**src/rtl/stall_controller.sv**
```systemverilog
// Pipeline stall/flush controller: load-use bubbles, branch flushes and
// memory-wait freezes with timeout, plus a saturating stall-cycle counter.
//
// state   | meaning
// --------+-----------------------------------------------------------
// WARMUP  | post-reset window, ID/EX not yet valid: run PC, flush ID/EX
// RUN     | normal issue; resolves memory wait, branch and load-use
// MEMWAIT | whole pipe frozen until MemReady or the wait times out
module stall_controller #(
  parameter int WARMUP_CYCLES = 1,
  parameter int MEM_TIMEOUT   = 15
) (
  input  logic       CLK,
  input  logic       RSTn,
  input  logic [4:0] IFID_Rs,
  input  logic [4:0] IFID_Rt,
  input  logic       IFID_UsesRt,
  input  logic       IDEX_MemRead,
  input  logic [4:0] IDEX_Rt,
  input  logic       MemReq,
  input  logic       MemReady,
  input  logic       BranchTaken,
  output logic       PCEn,
  output logic       IFIDEn,
  output logic       PipeEn,
  output logic       IFIDFlush,
  output logic       IDEXFlush,
  output logic       MemTimeout,
  output logic [7:0] StallCount
);

  // A zero setting would never leave the state, so both limits floor at 1.
  localparam int WARM_EFF = (WARMUP_CYCLES < 1) ? 1 : WARMUP_CYCLES;
  localparam int TO_EFF   = (MEM_TIMEOUT < 1) ? 1 : MEM_TIMEOUT;
  localparam int WW       = $clog2(WARM_EFF + 1);
  localparam int TW       = $clog2(TO_EFF + 1);

  localparam logic [WW-1:0] WARM_LOAD = WW'(WARM_EFF);
  localparam logic [WW-1:0] WARM_ONE  = WW'(1);
  localparam logic [TW-1:0] WAIT_LAST = TW'(TO_EFF - 1);
  localparam logic [TW-1:0] WAIT_ONE  = TW'(1);

  typedef enum logic [1:0] {
    WARMUP  = 2'd0,
    RUN     = 2'd1,
    MEMWAIT = 2'd2
  } state_t;

  state_t        state, state_nxt;
  logic [WW-1:0] warm_cnt;
  logic [TW-1:0] wait_cnt;
  logic [7:0]    stall_cnt;
  logic          timeout_q;

  logic load_use, mem_wait, wait_expired, stall_inc;
  logic pc_en, ifid_en, pipe_en, ifid_flush, idex_flush;

  assign load_use = IDEX_MemRead && (IDEX_Rt != 5'd0) &&
                    ((IDEX_Rt == IFID_Rs) || (IFID_UsesRt && (IDEX_Rt == IFID_Rt)));
  assign mem_wait     = MemReq && !MemReady;
  assign wait_expired = (wait_cnt >= WAIT_LAST);

  always_comb begin
    state_nxt  = state;
    pc_en      = 1'b1;
    ifid_en    = 1'b1;
    pipe_en    = 1'b1;
    ifid_flush = 1'b0;
    idex_flush = 1'b0;
    case (state)
      WARMUP: begin
        idex_flush = 1'b1;
        if (warm_cnt <= WARM_ONE) state_nxt = RUN;
      end
      RUN: begin
        if (mem_wait) begin
          pc_en     = 1'b0;
          ifid_en   = 1'b0;
          pipe_en   = 1'b0;
          state_nxt = MEMWAIT;
        end else if (BranchTaken) begin
          // Wrong-path instruction is discarded, so a pending hazard is moot.
          ifid_flush = 1'b1;
          idex_flush = 1'b1;
        end else if (load_use) begin
          pc_en      = 1'b0;
          ifid_en    = 1'b0;
          idex_flush = 1'b1;
        end
      end
      MEMWAIT: begin
        if (MemReady) begin
          state_nxt = RUN;
        end else begin
          pc_en   = 1'b0;
          ifid_en = 1'b0;
          pipe_en = 1'b0;
          if (wait_expired) state_nxt = RUN;
        end
      end
      default: begin
        pc_en     = 1'b0;
        ifid_en   = 1'b0;
        pipe_en   = 1'b0;
        state_nxt = WARMUP;
      end
    endcase
    // Reset overrides everything, including an unknown state before the first edge.
    if (!RSTn) begin
      state_nxt  = WARMUP;
      pc_en      = 1'b0;
      ifid_en    = 1'b0;
      pipe_en    = 1'b0;
      ifid_flush = 1'b1;
      idex_flush = 1'b1;
    end
  end

  assign stall_inc = ((state == RUN) || (state == MEMWAIT)) && !pc_en;

  always_ff @(posedge CLK) begin
    if (!RSTn) begin
      state     <= WARMUP;
      warm_cnt  <= WARM_LOAD;
      wait_cnt  <= '0;
      stall_cnt <= '0;
      timeout_q <= 1'b0;
    end else begin
      state <= state_nxt;
      if ((state == WARMUP) && (warm_cnt != '0)) warm_cnt <= warm_cnt - WARM_ONE;
      // Held at zero outside MEMWAIT, so every entry starts a fresh count.
      if (state == MEMWAIT) wait_cnt <= wait_cnt + WAIT_ONE;
      else                  wait_cnt <= '0;
      timeout_q <= (state == MEMWAIT) && !MemReady && wait_expired;
      if (stall_inc && (stall_cnt != 8'hFF)) stall_cnt <= stall_cnt + 8'd1;
    end
  end

  assign PCEn       = pc_en;
  assign IFIDEn     = ifid_en;
  assign PipeEn     = pipe_en;
  assign IFIDFlush  = ifid_flush;
  assign IDEXFlush  = idex_flush;
  assign MemTimeout = timeout_q && RSTn;
  assign StallCount = stall_cnt;

endmodule
```
**config.mk**
```make
export PLATFORM = sky130hd
export DESIGN_NAME = stall_controller
export DESIGN_NICKNAME = d
export VERILOG_FILES = /design/src/rtl/stall_controller.sv
export SDC_FILE = /design/constraint.sdc
export NUM_CORES = 1
export LEC_CHECK = 0
export ABC_AREA = 1
export CAP_MARGIN = 15
export CORE_MARGIN = 4
export CORE_UTILIZATION = 41
export DETAILED_ROUTE_END_ITERATION = 8
export PLACE_DENSITY = 0.74
export SYNTH_ARGS = -nofsm -noshare
export SYNTH_HDL_FRONTEND = slang
export SYNTH_SLANG_ARGS = --single-unit
```
**constraint.sdc**
```tcl
create_clock -name CLK -period 1.8 [get_ports CLK]
set_clock_uncertainty 0.05 [all_clocks]
set_input_delay 0.36 -clock CLK [delete_from_list [all_inputs] [get_ports CLK]]
set_output_delay 0.36 -clock CLK [all_outputs]
set_load 0.005 [all_outputs]
```
==> run_results.csv, run 1 <==
group,metric,value,unit
logic_synthesis,synthMuxAreaShare,0,
global_route,grt_max_degree,11,
timing,worst_slew_pin_slew,436,ps
setup_path,worstSetupPathType,"flip-flop to primary output",
pwr,power-per-cell-area,988,mW/mm^2
layout,layout.cells.non_filler,248,
placed_design,globalplace.congestion,0.792,
logic_synthesis,yosys.area.top_type,"dfxtp_1",
setup_path,worstReg2RegStart,"state[0]$_SDFFE_PN0P_",
setup_path,crit_end,"IFIDEn",
logic_synthesis,seq_area_frac_synth,0.265,
timing,rsz0062_at_grt,"true",
timing,relSlewSlack,0.709,
global_route,first_global_vias,1213,
timing,fin_ws,-178,ps
timing,fin_crit_sh,1.10,
logic_synthesis,synth_cells,162,
global_route,overflow,0,
logic_synthesis,syn-cell-area,0.00113,mm^2
global_route,gr-usage-all-layers,0.179,
drt,drtIter0Drc,40,
placed_design,io_buffers,35,
drt,ant_nets,0,
drt,routed_wl,2990,um
layout,syn_to_final_growth,55.1,%
cts,clkTransAtPathRegs,100,ps
pwr,worst_ir_drop_vdd,0.000702,V
pwr,p_leak,0.835,nW
setup_path,endpoint_kind,"primary output",
logic_synthesis,synth_top_family_by_area,"simple AND/OR/NAND/NOR gates",
outcome,failed_checks,"setup timing",
global_route,grt_pass1_wl,5020,um
die,row_count,18,
cts,htreeDepth,1,
cts,clkLatencyLatePin,290,ps
die,core,0.00254,mm^2
logic_synthesis,synth_area_per_cell,6.98,um^2
layout,postLayoutCellArea,0.00175,mm^2
logic_synthesis,post_synth_num_cell_types,30,
placed_design,place_ws,-749,ps
logic_synthesis,ys.flop_type,"dfxtp_1",
drt,viasPerCell,4.75,
die,ioPinCount,36,
layout,diodes,0,
logic_synthesis,synthAdderAreaFrac,0.0774,
outcome,status,"finished, violations left",
logic_synthesis,yosys.area_share.simple,0.341,
flow_run,max_cap_violations,0,
timing,slew_violations,0,
logic_synthesis,synth_top_cells_by_area,"dfxtp_1 (27%), nand2_1 (12%), inv_1 (8.6%), ha_1 (7.7%), a21oi_2 (7.0%)",
die,die_area,0.00366,mm^2
placed_design,place_inst,236,
logic_synthesis,ys_ff_latch,15,
timing,final.min_clock_period,1980,ps
hold_path,hold_class,"flip-flop to flip-flop",
drt,num_vias,1178,
setup_path,cp.required,1390,ps
setup_path,start_kind,"flip-flop",
global_route,met1_usage,0.205,
logic_synthesis,synth_fp_nets,191,
global_route,use_met2,0.327,
cts,cts-root-buf,"clkbuf_4",
logic_synthesis,synthXorXnorAreaFrac,0.0619,
setup_path,rrSetupSlack,90,ps
timing,max_clock_freq,506,MHz
layout,layout.area.seq,309,um^2
layout,fillers,218,
setup_path,crit_path_start,"state[0]$_SDFFE_PN0P_",
die,die_w,60.5,um
cts,cts_buffers,3,
global_route,gr-usage-met3,0.0426,
die,start_util,0.444,
cts,clock-sinks,15,
timing,hold_viol_final,0,
logic_synthesis,synth_top_area_frac,0.265,
layout,drive_gt1_frac,0.321,
drt,drc,0,
drt,wire_per_inst,12.0,um
logic_synthesis,synth_compound_area_frac,0.142,
layout,nNetsFinal,248,
die,dieHeight,60.5,um
cts,cts_tree,"yes",
global_route,grt.busiest_layer,"met2",
logic_synthesis,synth_edf_count,0,
setup_path,r2r-end,"StallCount[3]$_SDFFE_PN0P_",
setup_path,crit_path_max_fanout,3,
timing,setup_viol,4,
cts,cts_buffer_depth,2,
drt,first_pass_iters,4,
placed_design,dpl.hpwl,2220,um
global_route,antenna_found_initial,0,
logic_synthesis,synthArstFlopShare,0,
placed_design,placed_area,0.00160,mm^2
setup_path,arrival,1570,ps
logic_synthesis,yosysWarnings,0,
setup_path,ff2ff_path_depth,11,
layout,multiInputGateArea,779,um^2
## metal layers
metal  vias up  share of wire
li1        617              -
met1       533           0.43
met2        23           0.52
met3         5          0.042
met4         0         0.0097
met5         -              0
## cell usage after synthesis, types with 2 or more instances
cell type,n
xor2_1,6
nand2_1,37
nor3_1,2
xnor2_1,2
inv_2,2
nor2_1,15
a21oi_1,2
a21oi_2,9
nand2_2,6
o21ai_0,3
inv_1,26
ha_1,7
dfxtp_1,15
nand3_1,14
## cell type report
| type | count | share of cell area |
|---|---|---|
| multi-input cells | 116 | 0.444 |
| repair buffers | 55 | 0.280 |
| flip-flops and latches | 15 | 0.176 |
| inverters | 28 | 0.0628 |
| well taps | 30 | 0.0214 |
| clock buffers | 3 | 0.0128 |
| clock inverters | 1 | 0.00285 |
## logic make-up (layout without fill, tap and decap cells)
family	Yosys count	after routing
buf+inv	31	87
flops	15	15
simple gates	81	81
fa+ha+maj	7	7
xor+xnor	8	8
compound gates	20	20
## where the power goes
| part | internal [mW] | leakage [nW] | switching [mW] |
|---|---|---|---|
| clock | 0.0828 | 0.0177 | 0.120 |
| sequential | 0.388 | 0.123 | 0.0545 |
| combinational | 0.535 | 0.694 | 0.553 |
## what timing repair did
item / in CTS / in global routing
pin swaps: 8 / 10
gates resized for setup: 53 / 12
endpoints found under the setup margin: 14 / 14
buffers inserted: 4 / 5
hold buffers: 0 / 0
## how the worst min path moves through the flow
stage / slack (ps) / cells after the start / endpoint / start
after floorplan: 380 / 1 / wait_cnt[0]$_SDFF_PN0_ / wait_cnt[0]$_SDFF_PN0_
after global placement: 390 / 1 / wait_cnt[0]$_SDFF_PN0_ / wait_cnt[0]$_SDFF_PN0_
after detailed placement: 400 / 1 / wait_cnt[0]$_SDFF_PN0_ / wait_cnt[0]$_SDFF_PN0_
after CTS: 430 / 1 / wait_cnt[0]$_SDFF_PN0_ / wait_cnt[0]$_SDFF_PN0_
after global routing: 460 / 1 / wait_cnt[0]$_SDFF_PN0_ / wait_cnt[0]$_SDFF_PN0_
final: 430 / 1 / wait_cnt[0]$_SDFF_PN0_ / wait_cnt[0]$_SDFF_PN0_
## cells in the final DEF (no fill, tap or decap), drive strengths merged
cell	n
o211ai	1
dfxtp	15
o21ai	5
nor3	2
dlygate4sd2	11
a211oi	2
nor2	16
nor4	1
clkbuf	3
o21a	1
dlymetal6s2s	5
nand3	15
a21oi	11
buf	25
nor3b	1
or2	1
ha	7
inv	28
clkinv	1
clkdlybuf4s50	14
xor2	6
xnor2	2
nand2	45
## sequential cells by signal, indices dropped and copies added, names as in the netlist
name / flops
StallCount: 8
state: 2
wait_cnt: 4
timeout_q: 1
## metrics by stage
stage / hold slack [ps] / util / setup TNS (ps) / total power, mW
floorplan: 380 / - / 0 / 1.00
global placement: 393 / 0.627 / -5710 / 1.30
detailed placement: 401 / 0.627 / -5980 / 1.33
CTS: 432 / 0.660 / -633 / 1.64
global route: 465 / 0.689 / -929 / 1.87
finish: 426 / 0.689 / -551 / 1.73
## worst max-delay path, cell delays in order (launching register included)
cell and delay, ps:
dfxtp_4 380, inv_4 80, ha_4 140, a21oi_4 60, a211oi_4 260, buf_4 150
nand2_4 50, inv_2 50, buf_2 100
(Power assumes the default switching activity.)
==> run 2, diff against run 1 <==
--- a/config.mk
+++ b/config.mk
@@ -7,9 +7,10 @@
 export LEC_CHECK = 0
 export ABC_AREA = 1
 export CAP_MARGIN = 15
-export CORE_MARGIN = 4
+export CORE_MARGIN = 2
 export CORE_UTILIZATION = 41
 export DETAILED_ROUTE_END_ITERATION = 8
+export MAX_ROUTING_LAYER = met4
 export PLACE_DENSITY = 0.74
 export SYNTH_ARGS = -nofsm -noshare
 export SYNTH_HDL_FRONTEND = slang
==> run 2 against run 1 <==
The run still ends with setup timing left. Total power grew 0.62%. Final cell count up 0.40%. Die area down 13%. Flip-flop and latch count did not move.
==> run_results.csv, run 2 (synthesis gave the netlist of run 1 again) <==
group,metric,value,unit
pwr,worst_ir_drop_vdd,0.000788,V
pwr,power-per-cell-area,994,mW/mm^2
global_route,overflow,0,
pwr,p_leak,0.802,nW
timing,relSlewSlack,0.843,
placed_design,place_ws,-690,ps
timing,fin_ws,-155,ps
timing,max_clock_freq,512,MHz
setup_path,cpMaxStageDelayCell,"dfxtp_4",
drt,first_pass_iters,4,
outcome,status,"finished, violations left",
die,ioPinCount,36,
layout,post-route-util,0.653,
global_route,grt_pass1_wl,4800,um
global_route,grt_max_degree,11,
layout,diodes,0,
layout,syn_to_final_growth,55.1,%
layout,final_common_cell,"nand2_1",
outcome,failed_checks,"setup timing",
timing,slew_violations,0,
timing,fin_crit_sh,1.09,
timing,setup_tns,-471,ps
drt,ant_nets,0,
setup_path,arrival,1540,ps
timing,setup_viol,5,
timing,final.min_clock_period,1950,ps
layout,nNetsFinal,248,
cts,clkLatencyLatePin,290,ps
cts,cts_buffer_depth,2,
setup_path,cp_cell_sequence,"inv_6 -> ha_4 -> a21oi_4 -> a211oi_4 -> buf_4 -> nand2_4 -> inv_4 -> buf_6",
layout,largest_reg_flops,8,
drt,num_vias,1177,
global_route,first_global_vias,1143,
placed_design,dpl.hpwl,2080,um
die,core,0.00269,mm^2
drt,routed_wl,2760,um
cts,cts_buffers,3,
global_route,antenna_found_initial,0,
global_route,gr-usage-all-layers,0.188,
drt,wire_per_inst,11.1,um
cts,htreeDepth,1,
setup_path,crit_path_max_fanout,3,
cts,clkTransAtPathRegs,90,ps
timing,rsz0062_at_grt,"true",
layout,fillers,245,
layout,layout.area.seq,308,um^2
die,row_count,19,
cts,cts-root-buf,"clkbuf_4",
placed_design,globalplace.congestion,0.762,
timing,worst_slew_pin_slew,233,ps
layout,final_cell_mix,"nand2_1 (36), inv_1 (21), buf_4 (18)",
drt,drtIter0Drc,15,
layout,multiInputGateArea,778,um^2
die,dieHeight,56.5,um
timing,hold_viol_final,0,
setup_path,endpoint_kind,"primary output",
setup_path,max_stage_delay,380,ps
flow_run,max_cap_violations,0,
drt,drc,0,
setup_path,start_kind,"flip-flop",
layout,drive_gt1_frac,0.317,
setup_path,cp.required,1390,ps
drt,viasPerCell,4.73,
die,die_w,56.5,um
setup_path,worstSetupPathType,"flip-flop to primary output",
die,start_util,0.421,
cts,cts_tree,"yes",
hold_path,hold_class,"flip-flop to flip-flop",
die,die_area,0.00320,mm^2
placed_design,io_buffers,35,
cts,clock-sinks,15,
## run 2: path summary, 6_finish.rpt
| kind | start | slack, ps | depth (start not counted) | endpoint |
|---|---|---|---|---|
| max | state[0]$_SDFFE_PN0P_ | -150 | 8 | IFIDEn |
| max reg2reg | state[0]$_SDFFE_PN0P_ | 100 | 10 | StallCount[2]$_SDFFE_PN0P_ |
| min reg2reg | wait_cnt[0]$_SDFF_PN0_ | 420 | 1 | wait_cnt[0]$_SDFF_PN0_ |
| min | wait_cnt[0]$_SDFF_PN0_ | 420 | 1 | wait_cnt[0]$_SDFF_PN0_ |
## run 2: stage by stage
step	power (mW)	hold WS (ps)	cell area, um^2	cells
2_1_floorplan	1.00	380	1140	162
3_3_place_gp	1.30	393	1600	237
3_5_place_dp	1.32	405	1600	237
4_1_cts	1.63	427	1690	246
5_1_grt	1.88	447	1750	249
6_report	1.74	425	1750	249
## run 2: layer usage
metal	part of all wire	track usage	up-vias
li1	-	-	615
met1	0.41	0.220	537
met2	0.55	0.334	23
met3	0.036	0.0346	2
met4	0.0062	0.0408	0
met5	0	-	-
## run 2: critical path: cells and delay by family (launching register included)
kind                       cells  cell delay (ps)
DFF                            1              380
buffers and inverters          4              360
adders and majority gates      1              150
and+or+nand+nor                1               50
AOI/OAI and AO/OA              2              310
## run 2: area by class of cell
cell class                      instances  share of cell area
Sequential cell                        15               0.175
Tap cell                               31              0.0221
Timing Repair Buffer                   55               0.277
Multi-Input combinational cell        116               0.444
Clock buffer                            3              0.0128
Clock inverter                          1             0.00285
Inverter                               28              0.0656
## run 2: report_power, final
part / switching (mW) / internal (mW)
clock network: 0.115 / 0.0827
registers: 0.0546 / 0.388
logic: 0.552 / 0.552
total: 0.721 / 1.02
## run 2: timing repair
item / in CTS / in global routing
endpoints found under the hold margin: 0 / 0
hold buffers: 0 / 0
buffers inserted: 5 / 4
setup endpoints to repair: 14 / 10
resized for setup: 57 / 12
pin swaps: 15 / 4
